## src/rtl/pc_sequencer_if.sv

```systemverilog
// Control-unit <-> program-counter bus: sequencing controls in, pc and stack status out.
interface pc_sequencer_if #(
  parameter int W     = 16,
  parameter int DEPTH = 4
) ();
  logic [W-1:0]                 pc_start;
  logic                         en;
  logic                         br;
  logic                         jmp;
  logic                         call;
  logic                         ret;
  logic [W-1:0]                 offset;
  logic [W-1:0]                 target;
  logic [W-1:0]                 pc;
  logic [$clog2(DEPTH+1)-1:0]   depth;
  logic                         stk_full;
  logic                         stk_empty;
  logic                         stk_err;

  modport master (
    output pc_start, en, br, jmp, call, ret, offset, target,
    input  pc, depth, stk_full, stk_empty, stk_err
  );

  modport slave (
    input  pc_start, en, br, jmp, call, ret, offset, target,
    output pc, depth, stk_full, stk_empty, stk_err
  );
endinterface

```

## src/rtl/pc_sequencer.sv

```systemverilog
// Program counter with sequential advance, relative branch, absolute jump and
// call/return through a small LIFO return-address stack.
module pc_sequencer #(
  parameter int W     = 16,
  parameter int DEPTH = 4,
  parameter int INC   = 1
) (
  input logic            clk,
  input logic            clr,
  pc_sequencer_if.slave  bus
);

  localparam int DW = $clog2(DEPTH + 1);
  localparam int AW = (DEPTH > 1) ? $clog2(DEPTH) : 1;

  logic [W-1:0]  stack [DEPTH];
  logic [W-1:0]  pc_q;
  logic [DW-1:0] depth_q;
  logic          err_q;

  logic [W-1:0]  pc_inc;
  logic          full;
  logic          empty;
  logic [AW-1:0] push_idx;
  logic [AW-1:0] pop_idx;
  logic          do_ret;
  logic          do_call;
  logic          push;

  // Next-address arithmetic, stack decodes and action selection
  always_comb begin
    pc_inc   = pc_q + W'(INC);
    full     = (depth_q == DW'(DEPTH));
    empty    = (depth_q == '0);
    // depth_q < DEPTH whenever a push happens and > 0 whenever a pop happens,
    // so truncation to the RAM index width never loses information there.
    push_idx = AW'(depth_q);
    pop_idx  = AW'(depth_q - DW'(1));
    do_ret   = bus.en & bus.ret;
    do_call  = bus.en & ~bus.ret & bus.call;
    push     = ~clr & do_call & ~full;
  end

  // Return-address RAM; contents need no reset
  always_ff @(posedge clk) begin
    if (push) stack[push_idx] <= pc_inc;
  end

  // PC, stack depth and sticky error; ret > call > jmp > br > sequential
  always_ff @(posedge clk) begin
    if (clr) begin
      pc_q    <= bus.pc_start;
      depth_q <= '0;
      err_q   <= 1'b0;
    end else if (bus.en) begin
      if (do_ret) begin
        if (empty) begin
          err_q <= 1'b1;
        end else begin
          pc_q    <= stack[pop_idx];
          depth_q <= depth_q - DW'(1);
        end
      end else if (do_call) begin
        if (full) begin
          err_q <= 1'b1;
        end else begin
          pc_q    <= bus.target;
          depth_q <= depth_q + DW'(1);
        end
      end else if (bus.jmp) begin
        pc_q <= bus.target;
      end else if (bus.br) begin
        pc_q <= pc_inc + bus.offset;
      end else begin
        pc_q <= pc_inc;
      end
    end
  end

  // Registered state onto the bus
  always_comb begin
    bus.pc        = pc_q;
    bus.depth     = depth_q;
    bus.stk_full  = full;
    bus.stk_empty = empty;
    bus.stk_err   = err_q;
  end

endmodule

```

## src/flat_wrapper.sv

```systemverilog
// flat-port wrapper written by rule: the top's interface ports become plain ports
module pc_sequencer_flat 
#(
  parameter int W     = 16,
  parameter int DEPTH = 4,
  parameter int INC   = 1
)
  (clk, clr, bus_pc_start, bus_en, bus_br, bus_jmp, bus_call, bus_ret, bus_offset, bus_target, bus_pc, bus_depth, bus_stk_full, bus_stk_empty, bus_stk_err);
  pc_sequencer_if #(.W(W), .DEPTH(DEPTH)) bus_i ();
  input logic clk;
  input logic clr;
  input wire logic [$bits(bus_i.pc_start)-1:0] bus_pc_start;
  input wire logic [$bits(bus_i.en)-1:0] bus_en;
  input wire logic [$bits(bus_i.br)-1:0] bus_br;
  input wire logic [$bits(bus_i.jmp)-1:0] bus_jmp;
  input wire logic [$bits(bus_i.call)-1:0] bus_call;
  input wire logic [$bits(bus_i.ret)-1:0] bus_ret;
  input wire logic [$bits(bus_i.offset)-1:0] bus_offset;
  input wire logic [$bits(bus_i.target)-1:0] bus_target;
  output wire logic [$bits(bus_i.pc)-1:0] bus_pc;
  output wire logic [$bits(bus_i.depth)-1:0] bus_depth;
  output wire logic [$bits(bus_i.stk_full)-1:0] bus_stk_full;
  output wire logic [$bits(bus_i.stk_empty)-1:0] bus_stk_empty;
  output wire logic [$bits(bus_i.stk_err)-1:0] bus_stk_err;
  assign bus_i.pc_start = bus_pc_start;
  assign bus_i.en = bus_en;
  assign bus_i.br = bus_br;
  assign bus_i.jmp = bus_jmp;
  assign bus_i.call = bus_call;
  assign bus_i.ret = bus_ret;
  assign bus_i.offset = bus_offset;
  assign bus_i.target = bus_target;
  assign bus_pc = bus_i.pc;
  assign bus_depth = bus_i.depth;
  assign bus_stk_full = bus_i.stk_full;
  assign bus_stk_empty = bus_i.stk_empty;
  assign bus_stk_err = bus_i.stk_err;
  pc_sequencer #(.W(W), .DEPTH(DEPTH), .INC(INC)) u_core (.clk(clk), .clr(clr), .bus(bus_i));
endmodule
```

## config.mk

```make
export PLATFORM = sky130hd
export DESIGN_NAME = pc_sequencer_flat
export DESIGN_NICKNAME = d
export VERILOG_FILES = /design/src/rtl/pc_sequencer_if.sv /design/src/rtl/pc_sequencer.sv /design/src/flat_wrapper.sv
export SDC_FILE = /design/constraint.sdc
export NUM_CORES = 1
export LEC_CHECK = 0
export ABC_AREA = 1
export BUFFER_PORTS_ARGS = -buffer_cell sky130_fd_sc_hd__buf_4
export CORE_MARGIN = 3
export CORE_UTILIZATION = 57
export DETAILED_ROUTE_END_ITERATION = 10
export GPL_TIMING_DRIVEN = 0
export PLACE_DENSITY = 0.8
export SLEW_MARGIN = 25
export SYNTH_ARGS = -nofsm -noshare
export SYNTH_HDL_FRONTEND = slang
export SYNTH_SLANG_ARGS = --single-unit
export TNS_END_PERCENT = 100
```

## constraint.sdc

```tcl
create_clock -name clk -period 8.15 [get_ports clk]
set_clock_uncertainty 0.05 [all_clocks]
set_input_delay 1.2225 -clock clk [delete_from_list [all_inputs] [get_ports clk]]
set_output_delay 1.2225 -clock clk [all_outputs]
set_load 0.01 [all_outputs]
```

# [After elaboration in Yosys (flattened, before gate mapping)]
# Memories as Yosys holds them, arrays and structs flattened.
# Cells that the tools add are included.
[totals] out_inout_bits=22 n_memories=1 in_bits=55 ff_bits=20 mem_bits_rw=64
[classes] reduce_logical=7 bitwise=8 addsub=4 n_eq_ne=6 n_mux=18
[memory_table] memory="u_core.stack" words=4 width=16 read_ports=1 rd_clocked_by_memory_dff=0 wr=1 line="pc_sequencer.sv:16" source="logic [W-1:0] stack [DEPTH];"
[ops] op="16-bit two-way mux" count=8
[ops] op="16-bit by 1-bit adder with 16-bit output, second input constant" count=1
[ops] op="16-bit adder" count=1
[ops] op="3-bit two-way mux" count=4
[ops] op="4-bit AND reduction" count=2
[ops] op="1-bit two-way mux" count=6
[ops] op="2-bit nonzero test" count=3
[ops] op="1-bit bitwise AND" count=5
[ops] op="2-bit != test, second input constant" count=2
[ops] op="4-bit by 3-bit != test with 1-bit output, second input constant" count=1
[ops] op="3-bit by 1-bit adder with 3-bit output, second input constant" count=1
[ops] op="3-bit == test, second input constant" count=1
[ops] op="3-bit zero test" count=1
[ops] op="3-bit != test, second input constant" count=1
[ops] op="1-bit NOT" count=3
[ops] op="3-bit AND reduction" count=1
[ops] op="3-bit by 1-bit subtractor with 3-bit output, second input constant" count=1
[ops] op="2-bit by 1-bit != test with 1-bit output, second input constant" count=1

# [Logic depth before layout (Yosys ltp)]
# Gate-level depths: netlist (run 1).
[depth] ltp_word=8 depth_mapped=21

# [Worst setup path after synthesis (run 1)]
# OpenSTA, ideal clock, no wires.
[synth_path] kind="input to register" startpoint="in bus_offset[0]" endpoint="reg u_core.pc_q[12] (netlist: u_core.bus.pc[12]), data pin" setup_ns=0.252 arrival_time_ns=2.565 path_buffers=0 cell_stages=14 setup_slack_ns=5.283 cell_sequence="ha_1 fa_1 nand3_1 nand2_1 nand2_1 nand2_1 nand2_1 nand2_1 nand2_1 nand2_1 o21ai_0 nand2_1 nand2_1 nand2_1"
[synth_via] elab_chain_len=7
[synth_lines] element="start, declared" line="flat_wrapper.sv:18" source="input wire logic [$bits(bus_i.offset)-1:0] bus_offset;"
[synth_lines] element="16-bit adder" line="pc_sequencer.sv:73" source="pc_q <= pc_inc + bus.offset;"
[synth_lines] element="16-bit two-way mux" line="pc_sequencer.sv:72" source="end else if (bus.br) begin"
[synth_lines] element="16-bit two-way mux" line="pc_sequencer.sv:70" source="end else if (bus.jmp) begin"
[synth_lines] element="16-bit two-way mux" line="pc_sequencer.sv:63" source="end else if (do_call) begin"
[synth_lines] element="16-bit two-way mux" line="pc_sequencer.sv:56" source="if (do_ret) begin"
[synth_lines] element="16-bit two-way mux" line="pc_sequencer.sv:55" source="end else if (bus.en) begin"
[synth_lines] element="16-bit two-way mux" line="pc_sequencer.sv:51" source="if (clr) begin"
[synth_lines] element="end signal, assigned" line="pc_sequencer.sv:52" source="pc_q <= bus.pc_start;"
[synth_lines] element="end signal, assigned" line="pc_sequencer.sv:60" source="pc_q <= stack[pop_idx];"
[synth_lines] element="end signal, assigned" line="pc_sequencer.sv:67" source="pc_q <= bus.target;"
[synth_lines] element="end, declared" line="pc_sequencer.sv:17" source="logic [W-1:0] pc_q;"
# No other way between the ends. The select of a mux whose other input is x is not followed.
# A chain may end at the register's enable or synchronous reset.

# [Worst setup path after layout (run 1)]
[layout_path] startpoint="reg u_core.depth_q[0] (netlist: u_core.bus.depth[0])" endpoint="out bus_stk_full"
[layout_via] elab_chain_len=1
[layout_lines] element="start, declared" line="pc_sequencer.sv:18" source="logic [DW-1:0] depth_q;"
[layout_lines] element="start signal, assigned" line="pc_sequencer.sv:61" source="depth_q <= depth_q - DW'(1);"
[layout_lines] element="start signal, assigned" line="pc_sequencer.sv:68" source="depth_q <= depth_q + DW'(1);"
[layout_lines] element="3-bit == test" line="pc_sequencer.sv:33" source="full = (depth_q == DW'(DEPTH));"
[layout_lines] element="end, declared" line="flat_wrapper.sv:22" source="output wire logic [$bits(bus_i.stk_full)-1:0] bus_stk_full;"
# No other way between the ends.

==> results of run 1 <==
stage by stage:
stage / hold WS, ns / instance area (um^2) / util
after floorplan: 0.424 / 5130 / -
after global placement: 0.393 / 5830 / 0.689
after detailed placement: 0.415 / 5880 / 0.695
after CTS: 0.427 / 6100 / 0.721
after global routing: 0.463 / 6100 / 0.721
final: 0.433 / 6100 / 0.721
sequential cells by signal, summed over array words and instances, names as in the netlist:
signal	count
u_core.bus.depth	3
u_core.bus.pc	16
u_core.bus.stk_err	1
u_core.stack	64
per-layer routing:
metal | wire, um | GRT usage | up-vias | share of wire
met4 | 384 | 0.112 | 0 | 0.027
met3 | 1180 | 0.0408 | 30 | 0.083
met5 | 0 | 0 | - | 0
li1 | - | - | 2191 | -
met1 | 5920 | 0.389 | 2154 | 0.41
met2 | 6790 | 0.464 | 248 | 0.48
area by class of cell:
type | count | area, um^2
flip-flops and latches | 84 | 2480
fillers | 650 | 2360
multi-input cells | 420 | 2310
repair buffers | 78 | 608
inverters | 68 | 255
well taps | 105 | 131
clock buffers | 9 | 124
plain buffers | 21 | 98.8
clock inverters | 7 | 97.6
worst min path at each step:
stage / from / endpoint / depth (start not counted)
after floorplan: u_core.bus.stk_err / u_core.bus.stk_err / 2
after global placement: u_core.bus.stk_err / u_core.bus.stk_err / 2
after detailed placement: u_core.bus.stk_err / u_core.bus.stk_err / 2
after CTS: u_core.bus.stk_err / u_core.bus.stk_err / 2
after global routing: u_core.bus.stk_err / u_core.bus.stk_err / 2
final: u_core.bus.stk_err / u_core.bus.stk_err / 2
kinds of logic after synthesis:
group | after synthesis | share of synthesized area
DFF | 84 | 0.484
AOI/OAI and AO/OA | 118 | 0.133
and+or+nand+nor | 251 | 0.202
muxes | 6 | 0.0117
buffers and inverters | 89 | 0.0690
xor gates and xnor gates | 17 | 0.0305
adders and majority gates | 28 | 0.0697
where the power goes:
part,internal (W),total [W],leakage (nW),switching [W]
clock,0.000175,0.000332,0.108,0.000157
sequential,0.000502,0.000521,0.774,0.0000189
combinational,0.000126,0.000338,1.80,0.000213
critical path: stages (launching register included):
cell and delay (ns):
dfxtp_1 0.34, buf_2 0.18, inv_1 0.07, buf_2 0.23, buf_2 0.30, ha_1 0.24, ha_1 0.21, buf_4 0.14
layout by cell type (no fill, tap or decap), drive strengths merged, types with 9 or more instances in the layout:
| cell | count |
|---|---|
| nand2 | 138 |
| buf | 89 |
| edfxtp | 80 |
| nor2 | 74 |
| inv | 69 |
| o21ai | 54 |
| a21oi | 38 |
| nand3 | 30 |
| ha | 27 |
| clkbuf | 19 |
| xor2 | 13 |
| o32ai | 9 |
==> results by group, run 1 <==
Power
  • Maximum vdd ir drop: 132 uV
  • P per Cell Area: 195 nW/um^2
  • Final Power: 0.00119 W
  • Leakage: roughly 2.7 nW

Synth
  • Synthesis-stage register bit count: 84
  • Async SR Flop Fraction: 0
  • Synth Instances: 593
  • Sequential cell area fraction in the yosys report: 0.484
  • Cell area after synthesis: 5130 um^2
  • Top-count cell post-synth: nand2_1
  • Synth Net Count: 676
  • Yosys top cell by area: edfxtp_1
  • Synth Area per Inst: 8.66 um^2
  • Top FF cell, synth: edfxtp_1
  • Synth area leaders: edfxtp_1 (47%), nand2_1 (9.9%), ha_1 (6.6%)
  • Yosys warns: 0
  • Netlist cell types: 38
  • Synth top cells by count: nand2_1 (135), edfxtp_1 (80), nor2_1 (69)
  • Post-synth EDFFs: 80
  • Synth top area share: 0.468

Die
  • Core ar.: 8460 um^2
  • Die W: 101 um
  • Rows: 33
  • Starting density of the core: 0.607
  • Die Y: 101 um
  • Die Area: 10200 um^2
  • IO Count: 77

STA
  • Max Clk Rate: 300 MHz
  • Final setup viols: 0
  • RSZ-0062 raised after global routing: false
  • Relative slew margins: 0.358
  • Fin Setup TNS: 0 ns
  • Final worst-path setup slack: 4.82 ns
  • Period utilisation layout: 0.408
  • Tightest Pin Transition: 0.961 ns
  • Fin. max-slew vios: 0
  • Final hold vios: 0
  • Tmin final: 3.33 ns

Placed design
  • DP Wirelength: 10600 um
  • # placed instances: 776
  • Pre-CTS setup slack: ~5 ns
  • Gpl congestion: 0.942
  • PortBufs: between 70 and 80

Global routing
  • Gr usage total: 0.286
  • First-pass GRT wire length: roughly 22000 um
  • Pin count of the biggest net entering global routing: 17
  • Initial antenna violation count: 0
  • Vias in the first global route: approximately 4300
  • GRT overflow: 0

Critical path
  • Critical path arrival: approximately 2.1 ns
  • Worst reg2reg setup slack: 4.83 ns
  • Element type at the critical path end: output port
  • Reg2Reg Launch Point: u_core.bus.pc[0]
  • Capturing point of the worst reg2reg path: u_core.bus.pc[13]
  • Crit path capture: bus_stk_full
  • Req. time, crit path: 6.88 ns
  • Setup crit start: u_core.bus.depth[0]
  • R2R depth: 17
  • Max FO, Critical Path: 11
  • Crit start category: flop
  • Setup CP Type: reg -> out

Clock network
  • CTS tree: done
  • Clk slew on worst S/H paths: around 0.090 ns
  • Post-cts gate resize count: 0
  • Setup repair bufs after CTS: 0
  • Clk_lat worst skew: about 0.35 ns
  • Clock Sinks: 84
  • CTS max path bufs: 2
  • Cts bufs inserted: 9
  • H-Tree Level Count: 3
  • Post-CTS Hold Buffers: 0
  • Clk Tree Root Cell: clkbuf_8

Status
  • Outcome: completed

Final layout
  • Share of layout cells above drive strength 1: 0.182
  • Total Nets Final: 765
  • Final cell count without fillers: 792
  • Ant diodes: 0
  • P&R area growth vs syn: 18.9%

Routing
  • Drt pass-1 iters: 5
  • Via count: 4623
  • Total Wirelength: ~14000 um
  • Wire per inst: 18.0 um
  • Residual DRC: 0
  • DR vias/cell: 5.84
  • Post-DRT Antenna Nets: 0
  • Initial DRC count: about 400

Flow run
  • Max-Cap Viols: 0

Hold path
  • Hold WC Path Type: reg -> reg
Note: power is estimated with default switching activity, not from simulation.
==> inputs of run 2 (changes only) <==
- CORE_UTILIZATION: 57 -> 52
- PLACE_DENSITY: 0.8 -> 0.77
- clock period: 8.15 -> 2.88 ns (I/O delays scaled with it)
==> run 2 against run 1 <==
  * The flow now finishes with violations (negative setup slack)
  * Critical endpoint is now u_core.bus.pc[14]
  * Sequential cell count stayed put
  * Largest cell class is now multi-input gates
  * Sequential power grew to 2.8 times the previous value
  * Core utilization grew 3.2 points
  * Via count rose by 8.5%
  * Clock power grew to 2.8 times the previous value
  * First-iteration DRC count shrank 1.2%
  * Worst hold slack got worse by 0.14 ns
  * Critical path type is now reg -> reg
  * Wire length up 20%
  * Largest power group unchanged
==> results by group, run 2 (synthesis results as in run 1) <==
STA
  • RSZ-0062 raised after global routing: true
  • Max Clk Rate: 334 MHz
  • Final worst-path setup slack: -0.117 ns (-4.94 ns)
  • Tightest Pin Transition: 0.679 ns (-0.282 ns)
  • Tmin final: 3.00 ns
  • Final setup viols: 4 (+4)
  • Period utilisation layout: 1.04
  • Fin Setup TNS: -0.360 ns (-0.360 ns)
  • Fin. max-slew vios: 0 (unchanged)
  • Relative slew margins: 0.547 (+0.189)
  • Final hold vios: 0 (unchanged)

Routing
  • Total Wirelength: 17100 um (+20%)
  • Post-DRT Antenna Nets: 0 (unchanged)
  • DR vias/cell: 5.79 (-0.88%)
  • Wire per inst: 19.7 um (+9.3%)
  • Residual DRC: 0 (unchanged)
  • Via count: 5016 (+8.5%)
  • Drt pass-1 iters: 5 (unchanged)
  • Initial DRC count: 396 (-1.2%)

Final layout
  • Post-layout util: 0.753 (+0.0321)
  • Ant diodes: 0 (unchanged)
  • Total Nets Final: 816 (+6.7%)
  • Share of layout cells above drive strength 1: 0.344 (+0.162)
  • Commonest cells after routing, fill and taps aside: buf_4 (121), nand2_1 (112), edfxtp_1 (80)
  • P&R area growth vs syn: 38.2%
  • Commonest non-fill, non-tap cell in the layout: buf_4
  • Most flop-heavy register: u_core.stack
  • Area occupied by multi-input gates: 2850 um^2 (+24%)
  • Fillers: 641 (-1.4%)
  • Register area: 2480 um^2 (unchanged)
  • Max reg flops: 64 (unchanged)

Critical path
  • Critical path arrival: 3.06 ns (+1.00 ns)
  • Element type at the critical path end: flop
  • Req. time, crit path: 2.95 ns (-3.93 ns)
  • Reg2Reg Launch Point: u_core.bus.pc[1]
  • Capturing point of the worst reg2reg path: u_core.bus.pc[14]
  • R2R depth: 19 (+2)
  • Max FO, Critical Path: 5 (-6)
  • Crit start category: flop
  • Worst reg2reg setup slack: -0.12 ns (-4.95 ns)
  • Setup CP Type: reg -> reg

Die
  • IO Count: 77 (unchanged)
  • Die Y: 105 um (+4.4%)
  • Die Area: 11100 um^2 (+9.0%)
  • Die W: 105 um (+4.4%)
  • Core ar.: 9420 um^2 (+11%)
  • Starting density of the core: 0.545 (-0.0613)
  • Rows: 35 (+6.1%)

Status
  • Outcome: finished with violations
  • Failing checks: negative setup slack

Clock network
  • Clk_lat worst skew: 0.36 ns (about the same)
  • Clk slew on worst S/H paths: 0.10 ns (about the same)
  • H-Tree Level Count: 3 (unchanged)
  • Cts bufs inserted: 9 (unchanged)
  • Clk Tree Root Cell: clkbuf_8
  • CTS tree: done
  • CTS max path bufs: 2 (unchanged)
  • Clock Sinks: 84 (unchanged)

Flow run
  • Max-Cap Viols: 0 (unchanged)

Placed design
  • DP Wirelength: 11100 um (+4.9%)
  • Gpl congestion: 0.934 (-0.83%)
  • PortBufs: 75 (unchanged)

Hold path
  • Hold path cells: 3 (+1)
  • Hold_sp: bus_pc_start[9]
  • Hold WC Path Type: in -> reg
  • Hold endpoint: u_core.bus.pc[9]

Power
  • P per Cell Area: 526 nW/um^2 (+170%)
  • Leakage: 3.03 nW (+13%)
  • Maximum vdd ir drop: 322 uV (+140%)

Global routing
  • Vias in the first global route: 4763 (+9.9%)
  • First-pass GRT wire length: 24700 um (+11%)
  • GRT overflow: 0 (unchanged)
  • Initial antenna violation count: 0 (unchanged)
  • Pin count of the biggest net entering global routing: 18 (+1)
  • Gr usage total: 0.288 (+0.00156)
==> run 2: changes by cell type in the layout (fill, tap and decap cells not counted), moves of 7 or more <==
cell | previous run | this run
nand2_1 | 135 | 112
a21oi_2 | 0 | 7
buf_4 | 75 | 121
a21oi_1 | 38 | 30
nor2_4 | 1 | 10
ha_4 | 0 | 13
ha_1 | 27 | 13
nand2_2 | 3 | 21
==> run 2: final cells by class <==
type | count | area share
Multi-Input combinational cell | 420 | 0.402
Clock inverter | 7 | 0.0120
Tap cell | 129 | 0.0228
Timing Repair Buffer | 129 | 0.145
Inverter | 68 | 0.0360
Sequential cell | 84 | 0.350
Buffer | 21 | 0.0145
Clock buffer | 9 | 0.0175
==> run 2: through the flow <==
step	total power [W]	setup WS, ns	instances	hold WS, ns	instance area, um^2
floorplan	0.00211	0.117	593	0.424	5130
global placement	0.00241	-0.606	797	0.392	5860
detailed placement	0.00244	-0.415	801	0.402	5920
CTS	0.00350	-0.160	850	0.290	6650
global route	0.00389	-0.259	867	0.305	7090
finish	0.00373	-0.117	867	0.292	7090
==> run 2: timing repair <==
item | 4_1_cts | 5_1_grt
setup buffers | 33 | 17
endpoints found under the setup margin | 52 | 98
hold buffers | 0 | 0
pin swaps | 22 | 44
resized for setup | 48 | 60
==> run 2: report_power, final <==
group | switching [W] | total, W | internal, W
registers | 0.0000565 | 0.00148 | 0.00142
clock network | 0.000492 | 0.000915 | 0.000423
logic | 0.000775 | 0.00134 | 0.000566
==> run 2: how the worst max path moves through the flow <==
stage                             start  slack [ns]            endpoint
floorplan           u_core.bus.depth[0]        0.12  u_core.stack[1][0]
global placement    u_core.bus.depth[0]       -0.61  u_core.stack[3][8]
detailed placement     u_core.bus.pc[0]       -0.42   u_core.bus.pc[12]
CTS                 u_core.bus.depth[0]       -0.16  u_core.stack[3][0]
global route           u_core.bus.pc[0]       -0.26   u_core.bus.pc[14]
finish                 u_core.bus.pc[1]       -0.12   u_core.bus.pc[14]
==> run 2: routing by layer <==
metal	part of all wire	wire [um]	vias to the layer above	GRT usage
met1	0.38	6550	2370	0.388
met3	0.083	1410	53	0.0398
met4	0.037	628	0	0.0947
met2	0.50	8480	296	0.480
li1	-	-	2297	-
met5	0	0	-	0
==> run 2: critical path, cell delays in order, from the launching register on <==
cell,delay (ns)
edfxtp_1,0.56
nand2_1,0.13
nor2_1,0.05
nand2_2,0.18
nor2_2,0.06
or2_2,0.28
nand2_2,0.08
inv_2,0.06
ha_1,0.28
nand2_1,0.06
nand2_1,0.07
o21bai_4,0.18
a21oi_2,0.16
nand2_1,0.07
nand2_1,0.09
nand3_2,0.08
nand2_2,0.10
nand2_2,0.07
nand2_2,0.08
nand2_1,0.05
